<file path="src/rtl/node_memory.sv">
// Decision-tree node store: assembles node words from a bit-serial configuration
// stream and serves registered reads to the downstream control stage.
module node_memory #(
    parameter int FEATURES      = 3,
    parameter int COEFF_WIDTH   = 4,
    parameter int BIAS_WIDTH    = 10,
    parameter int MAX_CLUSTERS  = 5,
    parameter int CHANNEL_COUNT = 1,
    localparam int NODE_SIZE    = 2 + FEATURES + (FEATURES - 1) * COEFF_WIDTH + BIAS_WIDTH + 1,
    localparam int CH_W         = (CHANNEL_COUNT > 1) ? $clog2(CHANNEL_COUNT) : 1,
    localparam int NODE_W       = $clog2(MAX_CLUSTERS)
) (
    input  logic                 clk,
    input  logic                 reset_n,
    input  logic                 cfg_clear,
    input  logic                 cfg_valid,
    input  logic                 cfg_bit,
    input  logic [CH_W-1:0]      ch_index,
    input  logic [NODE_W-1:0]    node_index,
    input  logic                 read_mem,
    output logic [NODE_SIZE-1:0] node_data,
    output logic                 mem_ready,
    output logic                 load_done,
    output logic                 cfg_overflow
);

    localparam int NODE_SLOTS = MAX_CLUSTERS;
    localparam int DEPTH      = CHANNEL_COUNT * NODE_SLOTS;
    localparam int ADDR_W     = (DEPTH > 1) ? $clog2(DEPTH) : 1;
    localparam int BCNT_W     = $clog2(NODE_SIZE);

    localparam logic [BCNT_W-1:0] LAST_BIT  = BCNT_W'(NODE_SIZE - 1);
    localparam logic [NODE_W-1:0] LAST_NODE = NODE_W'(NODE_SLOTS - 1);
    localparam logic [CH_W-1:0]   LAST_CH   = CH_W'(CHANNEL_COUNT - 1);

    function automatic logic [ADDR_W-1:0] lin_addr(input logic [CH_W-1:0]   ch,
                                                   input logic [NODE_W-1:0] node);
        return ADDR_W'(32'(ch) * 32'(NODE_SLOTS) + 32'(node));
    endfunction

    logic [NODE_SIZE-1:0] mem [DEPTH];

    logic [NODE_SIZE-2:0] sr;
    logic [BCNT_W-1:0]    bcnt;
    logic [NODE_W-1:0]    wnode;
    logic [CH_W-1:0]      wch;
    logic                 full;

    logic                 accept;
    logic                 word_end;
    logic [ADDR_W-1:0]    wr_addr;
    logic [ADDR_W-1:0]    rd_addr;
    logic                 rd_in_range;

    // cfg_clear wins over a coincident cfg_valid, so that bit is simply not accepted
    assign accept      = cfg_valid & ~full & ~cfg_clear;
    assign word_end    = accept && (bcnt == LAST_BIT);
    assign wr_addr     = lin_addr(wch, wnode);
    assign rd_addr     = lin_addr(ch_index, node_index);
    assign rd_in_range = (32'(node_index) < 32'(NODE_SLOTS)) &&
                         (32'(ch_index) < 32'(CHANNEL_COUNT));
    assign mem_ready   = full;

    always_ff @(posedge clk) begin
        if (accept) begin
            sr <= {sr[NODE_SIZE-3:0], cfg_bit};
        end
    end

    always_ff @(posedge clk) begin
        if (word_end) begin
            mem[wr_addr] <= {sr, cfg_bit};
        end
    end

    always_ff @(posedge clk or negedge reset_n) begin
        if (!reset_n) begin
            bcnt         <= '0;
            wnode        <= '0;
            wch          <= '0;
            full         <= 1'b0;
            load_done    <= 1'b0;
            cfg_overflow <= 1'b0;
        end else begin
            load_done <= 1'b0;
            if (cfg_clear) begin
                bcnt         <= '0;
                wnode        <= '0;
                wch          <= '0;
                full         <= 1'b0;
                cfg_overflow <= 1'b0;
            end else if (cfg_valid && full) begin
                cfg_overflow <= 1'b1;
            end else if (word_end) begin
                bcnt <= '0;
                if (wnode == LAST_NODE) begin
                    wnode <= '0;
                    if (wch == LAST_CH) begin
                        wch       <= '0;
                        full      <= 1'b1;
                        load_done <= 1'b1;
                    end else begin
                        wch <= wch + 1'b1;
                    end
                end else begin
                    wnode <= wnode + 1'b1;
                end
            end else if (accept) begin
                bcnt <= bcnt + 1'b1;
            end
        end
    end

    // Read stage: one-cycle latency; unmapped addresses read as an all-zero leaf word
    always_ff @(posedge clk or negedge reset_n) begin
        if (!reset_n) begin
            node_data <= '0;
        end else if (read_mem) begin
            node_data <= rd_in_range ? mem[rd_addr] : '0;
        end
    end

endmodule

</file>
<file path="config.mk">
export PLATFORM = sky130hd
export DESIGN_NAME = node_memory
export DESIGN_NICKNAME = d
export VERILOG_FILES = /design/src/rtl/node_memory.sv
export SDC_FILE = /design/constraint.sdc
export NUM_CORES = 1
export LEC_CHECK = 0
export ABC_AREA = 1
export CORE_MARGIN = 8
export CORE_UTILIZATION = 50
export DETAILED_ROUTE_END_ITERATION = 8
export GPL_ROUTABILITY_DRIVEN = 0
export GPL_TIMING_DRIVEN = 0
export PLACE_DENSITY = 0.68
export SLEW_MARGIN = 25
export SYNTH_ARGS = -nofsm -noshare
export SYNTH_HDL_FRONTEND = slang
export SYNTH_SLANG_ARGS = --single-unit
export TNS_END_PERCENT = 100
</file>
<file path="constraint.sdc">
create_clock -name clk -period 7.8 [get_ports clk]
set_input_delay 1.95 -clock clk [delete_from_list [all_inputs] [get_ports clk]]
set_output_delay 1.95 -clock clk [all_outputs]
set_load 0.05 [all_outputs]
</file>
== Yosys cells after proc, flatten, opt, wreduce, memory -nomap -nowiden ==
Memories as Yosys holds them, arrays and structs flattened.
Index checks and enable logic that the tools add are counted.
Storage, ports and cells
  RAM bits: 120
  bits in registers: 59
  input bits: 10
  output and inout bits: 27
  memories kept: 1
Memory list
  mem: words 5, bits a word 24, rd ports 1, clocked after memory_dff 0, write ports 1, RTL line 41  | logic [NODE_SIZE-1:0] mem [DEPTH];
Operators by class
  multiply operators: 2
  add/subtract/negate cells: 5
  eq/ne operators: 4
  reduce and logical (&&, ||, !) cells: 11
  magnitude comparators: 2
  muxes and demuxes: 28
  bitwise operators: 4
Operator list (number)
  $mux 24: 1
  $mux 5: 4
  $mux 1: 19
  $mux 3: 4
  $add 3x3->3: 2
  $mul 1x3->3 const B: 2
  $reduce_bool 2->1: 3
  $add 5x1->5 const B: 1
  $eq 5x5->1 const B: 1
  $ne 2x2->1 const B: 2
  $reduce_and 2->1: 2
  $reduce_and 4->1: 1
  $add 3x1->3 const B: 1
  $eq 3x3->1 const B: 1
  $logic_and 1x1->1: 3
  $lt 3x3->1 const B: 1
  $reduce_and 3->1: 1
  $reduce_bool 3->1: 1
  $and 1x1->1: 2
  $not 1->1: 2
  $add 1x1->1 const B: 1
  $lt 1x1->1 const B: 1

== Longest topological paths before layout ==
Gate-level depths: netlist (run 1).
  depth in word-level cells: 7
  depth in mapped cells: 11

== Worst setup path after synthesis (run 1) ==
OpenSTA, ideal clock, no wires.
  path kind: in2reg
  from: input cfg_valid
  to: memory mem[1][0] (netlist bit), enable pin
  arrival: 4.697 ns
  stages: 4
  required time: 7.365 ns
  slack: 2.667 ns
  path through: nand2_1 > nor2_2 > nand3_1 > nor3_1
On the way
  longest elaborated chain between the ends: 5
RTL lines
  start, declared: RTL line 16  | input logic cfg_valid,
  $and 1x1->1 (2 in a row): RTL line 56  | assign accept = cfg_valid & ~full & ~cfg_clear;
  net accept: RTL line 49  | logic accept;
  $logic_and 1x1->1: RTL line 57  | assign word_end = accept && (bcnt == LAST_BIT);
  $mux 1: RTL line 71  | if (word_end) begin
  $mux 1 (not written as such): RTL line 72  | mem[wr_addr] <= {sr, cfg_bit};
  end, declared: RTL line 41
The timed path passes the listed nets, and every way through them passes these cells.

== Worst setup path after layout (run 1) ==
  from: input cfg_valid
  to: memory mem[2][17] (netlist bit), enable pin
The elaborated chain is that of the path after synthesis.

==> results.md, run 1 <==
- CP Max Fanout: 18
- Fin crit share: 53.57%
- Total track usage: 17.29%
- Cts hold-fix bufs: 0
- 1st-iter DRT viols: 426
- Worst hold path type: reg -> reg
- Clock period minus final worst setup slack: 4178 ps
- Avg WL per Cell: 17.63 µm
- Chip width: 134.3 µm
- Dpl ws: 3111 ps
- Sequential area share after synthesis: 73.85%
- Final hold slack: 477.4 ps
- Number of global-route vias before repair: 4331
- GR peak layer: met2
- Most common cell on crit path: nand2_1
- Critical path class: in -> reg
- Filler cells: 1091
- Worst vdd ir: 0.1683 mV
- Yosys top cell by area: edfxtp_1
- Vias per cell: 5.264
- Final hold vios: 0
- # H-tree levels: 4
- Met1 Use GR: 22.47%
- Actual slew at the worst max-slew pin: 708.5 ps
- Pin count of the biggest net entering global routing: 25
- Post-cts repair resize count: 0
- Cell Rows: 43
- Slew headroom: 52.51%
- Area fraction of the dominant cell type after synthesis: 61.34%
- Total negative setup slack: 0 ps
- Net count, final: 674
- IO buf count: 36
- Setup crit end kind: flip-flop
- Post-route DRC: 0
- Synth Register Bits: 178
- CTS tree: yes
- Placed Instances: 820
- HPWL after DPL: 9770 µm
- Inserted Clock Buffers: 17
- Syn_area_per_cell: 11.81 µm²
- Critical Path Max Stage Delay: 560 ps
- GR Layer Usage met2: 27.17%
- Via Count: 4480
- DIE AREA: 0.01804 mm²
- Library cells used by synthesis: 24
- Crit path required time: 7930 ps
- IO Count: 37
- Worst path slowest cell: nor3_2
- Outcome: finished, final reports clean
- Final ANT Viol Nets: 0
- CP Cell Sequence: clkdlybuf4s50_1, nand2_1, nor2_4, buf_16, nand2_1, nor3_2, buf_6, buf_4
- Syn Nets: 608
- Unrepaired setup endpoints after global routing: no
- Netlist Area Pre-Place: 0.007000 mm²
- Synth top area cells: edfxtp_1 61%, dfrtp_1 13%, nand2_1 11%
- Flop2flop setup slack: 5170 ps
- CTS Buffer Depth: 2
- Worst Clk Skew: 8.585 ps
- Initial Utilization: 50.83%
- Clock Pin Slew Worst Setup and Hold Paths: 60 ps
- Routed WL: 15000 µm
- Max cap viols: 0
- Fraction of layout cells with a size suffix above 1: 12.07%
- Yosys warning count: 0
- Postcts setup bufs: 0
- Gate Count Post-Synth: 593
- Global-route wire length before repair: 23310 µm
- Area Overhead vs Synth: 20.13%
- Post-route insts no fill: 851
- Total chip power: 0.002128 W
- Final worst slack: 3622 ps
- Pwr dens: 253.1 mW/mm²
- Pleak: 3.393 nW
- Clk Latency, worst-skew pair: 430 ps
- Worst EP arrival: 4310 ps
- DR pass1 iterations: 5
- Die height: 134.3 µm
- Grt met3 use: 4.450%
- CTS Root Buffer Type: clkbuf_16
- CP startpoint kind: primary input
- Initial antenna violation count: 0
- Grt ovf: 0
- Kind of cell adding the most delay to the critical path: simple AND/OR/NAND/NOR gates
- Setup violations, final: 0
- Fmax: 239.3 MHz
- Max Slew Vio Count: 0
- Antenna cell count: 0
- Core Box Area: 0.01377 mm²
- CTS Sinks: 178
- Critical path buffers and inverters: 4
==> worst min-delay path: cells and delay by family, from the launching register on <==
kind | cells | cell delay [ps]
flip-flops | 1 | 340
AND/OR/NAND/NOR | 2 | 100
==> worst paths after layout <==
path                                from       endpoint  cells after the start
max                            cfg_valid     mem[2][17]                      8
min                        node_data[17]  node_data[17]                      2
max reg2reg                    mem_ready     mem[2][17]                      8
min reg2reg                node_data[17]  node_data[17]                      2
max in group asynchronous        reset_n  node_data[15]                      2
min in group asynchronous        reset_n        bcnt[4]                      1
==> area by class of cell <==
cell class,instances,area [µm²],area share (%)
plain buffers,25,136.4,1.622
clock buffers,20,446.7,5.312
clock inverters,11,161.4,1.919
inverters,39,146.4,1.741
multi-input cells,351,1585,18.85
flip-flops and latches,178,5170,61.48
well taps,180,225.2,2.678
repair buffers,47,538.0,6.398
==> layout by cell type (no fill, tap or decap), types with 6 or more instances in the layout <==
cell type / netlist / layout
buf_2: 13 / 14
buf_4: 7 / 11
clkbuf_1: 4 / 6
clkbuf_16: 0 / 17
clkdlybuf4s50_1: 0 / 35
dfrtp_1: 35 / 35
edfxtp_1: 143 / 143
inv_1: 29 / 29
inv_2: 9 / 9
nand2_1: 208 / 208
nand3_1: 102 / 102
nor2_1: 14 / 11
==> synthesized netlist by cell type <==
master and instances:
o22ai_1 1, edfxtp_1 143, o21ai_0 2, inv_2 9, nand3_1 102, o21ai_1 1
buf_2 13, inv_1 29, dfrtp_1 35, buf_1 1, nand3_2 1, clkbuf_1 4
a21oi_1 4, nor3_1 2, clkinv_1 1, xor2_1 3, nor2_1 14, nand2_2 4
nor3_2 1, ha_1 5, nand2_1 208, nor2_2 1, buf_4 7, nand4_1 2
==> flip-flops by register name (all words and copies together) (netlist names) <==
name and count:
wnode 3, cfg_overflow 1, bcnt 5, sr 23, mem 120, load_done 1, mem_ready 1, node_data 24
==> per-layer routing <==
metal  vias up  wire length (µm)
met2       162              7134
met1      2162              6663
met5         -                 0
met3        23               951
met4         0               249
li1       2133                 -
==> metrics by stage <==
step | utilization (%) | instance area (µm²)
2_1_floorplan | - | 7000
5_1_grt | 61.06 | 8409
3_3_place_gp | 55.08 | 7586
4_1_cts | 61.06 | 8409
3_5_place_dp | 56.64 | 7801
6_report | 61.06 | 8409
==> cells by family after synthesis <==
kind of cell               synth area share, %
and+or+nand+nor                          20.25
adders and majority gates               0.8937
DFF                                      73.85
AOI/OAI and AO/OA                       0.5898
xor gates and xnor gates                0.3754
buffers and inverters                    4.039
==> report_power, final <==
part / switching (W) / total [W] / internal [W] / leakage, nW
clock network: 0.000335 / 0.000875 / 0.000540 / 0.301
logic: 0.000136 / 0.000199 / 0.0000621 / 1.33
registers: 0.0000132 / 0.00105 / 0.00104 / 1.76
Power figures use the tool's default switching activity.
==> inputs of run 2 (changes only) <==
--- a/config.mk
+++ b/config.mk
@@ -11,7 +11,7 @@
 export DETAILED_ROUTE_END_ITERATION = 8
 export GPL_ROUTABILITY_DRIVEN = 0
 export GPL_TIMING_DRIVEN = 0
-export PLACE_DENSITY = 0.68
+export PLACE_DENSITY = 0.71
 export SLEW_MARGIN = 25
 export SYNTH_ARGS = -nofsm -noshare
 export SYNTH_HDL_FRONTEND = slang
==> constraint.sdc (replaced) <==
create_clock -name clk -period 3.4 [get_ports clk]
set_input_delay 0.85 -clock clk [delete_from_list [all_inputs] [get_ports clk]]
set_output_delay 0.85 -clock clk [all_outputs]
set_load 0.05 [all_outputs]
==> results.md, run 2 (synthesis gave the netlist of run 1 again) <==
- Total track usage: 17.30% (about the same)
- Worst EP arrival: 3020 ps (-1290 ps)
- # H-tree levels: 4 (unchanged)
- HPWL after DPL: 9443 µm (-3.3%)
- Area Overhead vs Synth: 20.05% (about the same)
- Flop2flop setup slack: 960 ps (-4210 ps)
- DR pass1 iterations: 5 (unchanged)
- Initial antenna violation count: 0 (unchanged)
- Initial Utilization: 50.83% (unchanged)
- Post-route DRC: 0 (unchanged)
- CP Max Fanout: 11 (-7)
- Setup violations, final: 0 (unchanged)
- Worst hold path type: in -> async
- Core Box Area: 0.01377 mm² (unchanged)
- Final hold vios: 0 (unchanged)
- Crit path required time: 3540 ps (-4390 ps)
- IO buf count: 36 (unchanged)
- CP startpoint kind: primary input
- Post-cts repair resize count: 0 (unchanged)
- CTS Buffer Depth: 2 (unchanged)
- Pwr dens: 573.9 mW/mm² (+130%)
- CP Launch Point: cfg_valid
- Unrepaired setup endpoints after global routing: no
- Postcts setup bufs: 0 (unchanged)
- Total negative setup slack: 0 ps (unchanged)
- Cts hold-fix bufs: 0 (unchanged)
- Routed WL: 14630 µm (-2.5%)
- Fraction of layout cells with a size suffix above 1: 12.09% (+0.018 points)
- Pin count of the biggest net entering global routing: 22 (-12%)
- Clock Pin Slew Worst Setup and Hold Paths: 60 ps (about the same)
- Max Slew Vio Count: 0 (unchanged)
- Clock period minus final worst setup slack: 2884 ps
- Critical path class: in -> reg
- Flip-flop count of the largest register after layout: 120 (unchanged)
- CTS tree: yes
- Post-route insts no fill: 850 (-0.12%)
- Fin crit share: 84.83%
- Pleak: 3.371 nW (-0.65%)
- Cell Rows: 43 (unchanged)
- Placed Instances: 818 (-0.24%)
- Final ANT Viol Nets: 0 (unchanged)
- Inserted Clock Buffers: 17 (unchanged)
- Max cap viols: 0 (unchanged)
- CTS Root Buffer Type: clkbuf_16
- Grt ovf: 0 (unchanged)
- Most flops, register: mem
- Slew headroom: 61.71% (+9.2 points)
- Layout Utilization: 61.02% (about the same)
- Global-route wire length before repair: 23430 µm (+0.53%)
- Via Count: 4453 (-0.60%)
- Fmax: 346.7 MHz
- CTS Sinks: 178 (unchanged)
- Die height: 134.3 µm (unchanged)
- Biggest regs: mem (120), node_data (24), sr (23)
- Worst Clk Skew: 10.09 ps (+1.506 ps)
- Vias per cell: 5.239 (-0.49%)
- Actual slew at the worst max-slew pin: 574.4 ps (-134.1 ps)
- Net count, final: 672 (-0.30%)
- R2R depth: 7 (-1)
- Antenna cell count: 0 (unchanged)
- Clk Latency, worst-skew pair: 430 ps (about the same)
- Total chip power: 0.004823 W (+130%)
- Setup crit end kind: flip-flop
- IO Count: 37 (unchanged)
- Outcome: finished, final reports clean
- Reg2reg start: mem_ready
- 1st-iter DRT viols: 452 (+6.1%)
- DIE AREA: 0.01804 mm² (unchanged)
- Chip width: 134.3 µm (unchanged)
- Most common library cell in the layout ignoring fill and taps: nand2_1
- Filler cells: 1048 (-3.9%)
- Worst vdd ir: 0.3877 mV (+130%)
- Commonest non-fill, non-tap cells in the layout: 208 x nand2_1, 143 x edfxtp_1, 102 x nand3_1
- Number of global-route vias before repair: 4499 (+3.9%)
- Worst flop-to-flop path endpoint: mem[1][17]
- Avg WL per Cell: 17.21 µm (-2.4%)
run 2: cell count changes in the layout (fill, tap and decap cells not counted), moves of 2 or more:
cell	change
nor3_4	+2
buf_4	-4
clkbuf_1	-2
inv_6	+2
buf_8	+2
nor3_2	-2
run 2: cell type report:
| cell class | count | area, µm² | share of cell area, % |
|---|---|---|---|
| plain buffers | 25 | 136.4 | 1.623 |
| flip-flops and latches | 178 | 5170 | 61.52 |
| repair buffers | 45 | 538.0 | 6.402 |
| clock inverters | 15 | 165.2 | 1.965 |
| well taps | 180 | 225.2 | 2.680 |
| inverters | 39 | 146.4 | 1.742 |
| clock buffers | 17 | 425.4 | 5.062 |
| multi-input cells | 351 | 1598 | 19.01 |
run 2: power by group:
part | switching, W | leakage (nW) | internal (W)
combinational | 0.000311 | 1.31 | 0.000143
clock | 0.000802 | 0.292 | 0.00115
sequential | 0.0000305 | 1.76 | 0.00239
total | 0.00114 | 3.37 | 0.00368
run 2: through the flow:
| step | area, µm² | worst slack [ps] | hold slack (ps) |
|---|---|---|---|
| after detailed placement | 7814 | 25.35 | 464.7 |
| after global placement | 7596 | -2009 | 461.5 |
| final | 8404 | 515.9 | 363.0 |
| after global routing | 8404 | 324.8 | 381.3 |
| after CTS | 8404 | 495.5 | 360.7 |
| after floorplan | 7010 | -8.433 | 477.2 |
run 2: critical path, cell delays in order:
cell and delay [ps]:
clkdlybuf4s50_1 480, nand2_1 190, nor2_4 380, nand3_1 270, nor3_4 470, buf_6 230, buf_8 160
run 2: worst max-delay path by stage:
| stage | end | slack [ps] | cells past startpoint |
|---|---|---|---|
| after floorplan | mem[3][0] | -8 | 4 |
| after global placement | mem[4][13] | -2010 | 5 |
| after detailed placement | mem[1][15] | 30 | 7 |
| after CTS | mem[1][17] | 500 | 7 |
| after global routing | mem[1][15] | 320 | 7 |
| final | mem[1][17] | 520 | 7 |
run 2: metal layers:
| metal | GRT usage, % | part of all wire (%) |
|---|---|---|
| met1 | 22.10 | 42 |
| met2 | 27.26 | 50 |
| met3 | 4.114 | 6.2 |
| met4 | 8.359 | 2.0 |
| met5 | 0 | 0 |
==> inputs of run 3 (changes only) <==
--- a/config.mk
+++ b/config.mk
@@ -11,7 +11,7 @@
 export DETAILED_ROUTE_END_ITERATION = 8
 export GPL_ROUTABILITY_DRIVEN = 0
 export GPL_TIMING_DRIVEN = 0
-export PLACE_DENSITY = 0.71
+export PLACE_DENSITY = 0.68
 export SLEW_MARGIN = 25
 export SYNTH_ARGS = -nofsm -noshare
 export SYNTH_HDL_FRONTEND = slang
==> constraint.sdc (replaced) <==
create_clock -name clk -period 3.03 [get_ports clk]
set_input_delay 0.7575 -clock clk [delete_from_list [all_inputs] [get_ports clk]]
set_output_delay 0.7575 -clock clk [all_outputs]
set_load 0.05 [all_outputs]
==> results.md, run 3 (synthesis gave the netlist of run 1 again) <==
- Crit path required time: 3080 ps (-460 ps)
- Inserted Clock Buffers: 17 (unchanged)
- IO Count: 37 (unchanged)
- Via Count: 4456 (+0.067%)
- 1st-iter DRT viols: 415 (-8.2%)
- Fin crit share: 94.61%
- Fmax: 348.8 MHz
- Pin count of the biggest net entering global routing: 25 (+14%)
- Routed WL: 14990 µm (+2.5%)
- Unrepaired setup endpoints after global routing: no
- CP startpoint kind: primary input
- Worst hold path type: in -> async
- Filler cells: 1101 (+5.1%)
- Clk Latency, worst-skew pair: 430 ps (about the same)
- Final ANT Viol Nets: 0 (unchanged)
- Slew headroom: 43.39% (-18 points)
- Most flops, register: mem
- Post-route insts no fill: 852 (+0.24%)
- Register area: 0.005170 mm² (unchanged)
- Grt ovf: 0 (unchanged)
- Avg WL per Cell: 17.59 µm (+2.2%)
- Worst flop-to-flop path endpoint: mem[3][9]
- Cts hold-fix bufs: 0 (unchanged)
- Worst Clk Skew: 9.976 ps (-0.1155 ps)
- Fraction of layout cells with a size suffix above 1: 11.76% (-0.33 points)
- Total track usage: 17.47% (+0.16 points)
- Chip width: 134.3 µm (unchanged)
- CTS Root Buffer Type: clkbuf_16
- Antenna cell count: 0 (unchanged)
- Die height: 134.3 µm (unchanged)
- DIE AREA: 0.01804 mm² (unchanged)
- Worst vdd ir: 0.3472 mV (-10%)
- HPWL after DPL: 9537 µm (+0.99%)
- Biggest regs: mem (120), node_data (24), sr (23)
- Number of global-route vias before repair: 4477 (-0.49%)
- Area Overhead vs Synth: 19.91%
- Pleak: 3.369 nW (about the same)
- R2R depth: 6 (-1)
- Final hold vios: 0 (unchanged)
- Pwr dens: 640.9 mW/mm² (+12%)
- DR pass1 iterations: 5 (unchanged)
- Vias per cell: 5.230 (-0.17%)
- Global-route wire length before repair: 23800 µm (+1.6%)
- Setup violations, final: 0 (unchanged)
- Multi-input logic area: 0.001598 mm² (unchanged)
- # H-tree levels: 4 (unchanged)
- Clock period minus final worst setup slack: 2867 ps
- Initial antenna violation count: 0 (unchanged)
- Actual slew at the worst max-slew pin: 847.1 ps (+272.7 ps)
- CP Max Fanout: 24 (+13)
- Max Slew Vio Count: 0 (unchanged)
- Reg2reg start: mem_ready
- Initial Utilization: 50.83% (unchanged)
- Worst EP arrival: 2920 ps (-100 ps)
- Most common library cell in the layout ignoring fill and taps: nand2_1
- CTS tree: yes
- Final hold slack: 274.5 ps (-88.54 ps)
- Net count, final: 674 (+0.30%)
- Placed Instances: 817 (-0.12%)
- Critical path class: in -> reg
- Max cap viols: 0 (unchanged)
- Layout Utilization: 60.95% (-0.073 points)
- Flip-flop count of the largest register after layout: 120 (unchanged)
- Setup crit end kind: flip-flop
- Outcome: finished, final reports clean
- IO buf count: 36 (unchanged)
- Flop2flop setup slack: 520 ps (-440 ps)
- Post-route DRC: 0 (unchanged)
- CTS Sinks: 178 (unchanged)
- Clock Pin Slew Worst Setup and Hold Paths: 60 ps (about the same)
- Core Box Area: 0.01377 mm² (unchanged)
- Cell Rows: 43 (unchanged)
- CTS Buffer Depth: 2 (unchanged)
- Commonest non-fill, non-tap cells in the layout: 208 x nand2_1, 143 x edfxtp_1, 102 x nand3_1
[run 3: cell types whose count changed in the layout (fill, tap and decap cells not counted), sizes merged]
| cell | change |
|---|---|
| buf | +2 |
| clkbuf | +2 |
| clkinv | -1 |
| inv | -1 |
[run 3: power breakdown]
| part | internal (W) | switching, W | leakage [nW] |
|---|---|---|---|
| Combinational | 0.000161 | 0.000351 | 1.32 |
| Sequential | 0.00268 | 0.0000338 | 1.76 |
| Clock | 0.00128 | 0.000874 | 0.281 |
[run 3: cell type report]
class | count | share of cell area [%]
Multi-Input combinational cell | 351 | 19.03
Sequential cell | 178 | 61.59
Timing Repair Buffer | 47 | 6.484
Clock buffer | 19 | 5.157
Clock inverter | 13 | 1.684
Inverter | 39 | 1.744
Buffer | 25 | 1.625
Tap cell | 180 | 2.683
[run 3: how the worst max path moves through the flow]
stage,start,end,cells after the start
after CTS,cfg_valid,mem[1][15],8
after global routing,cfg_valid,mem[3][3],6
after detailed placement,cfg_valid,mem[1][13],8
final,cfg_valid,mem[3][9],6
after floorplan,cfg_valid,mem[0][0],4
after global placement,cfg_valid,mem[4][11],5
[run 3: per-layer routing]
layer / track usage (%) / share of wire [%]
met4: 6.737 / 1.5
met5: 0 / 0
met3: 5.236 / 6.9
met2: 27.59 / 48
met1: 22.19 / 43
[run 3: worst max-delay path, cell delays in order]
cell and delay (ps):
clkdlybuf4s50_1 480, nand2_1 180, nor2_4 380, buf_16 220, nand3_1 190, nor2_4 700
[run 3: per-stage QoR]
step	power, W	instance area, µm²	TNS [ps]	setup WS [ps]
CTS	0.005413	8372	0	92.16
finish	0.005380	8394	0	163.4
detailed placement	0.003278	7797	-25710	-369.0
floorplan	0.003084	7025	-12970	-270.3
global placement	0.003259	7611	-215520	-2311
global route	0.005557	8394	0	58.00
[run 3: repair_timing]
action                     CTS  global route
setup endpoints to repair    0             9
resized for setup            0             0
buffers inserted             0             3
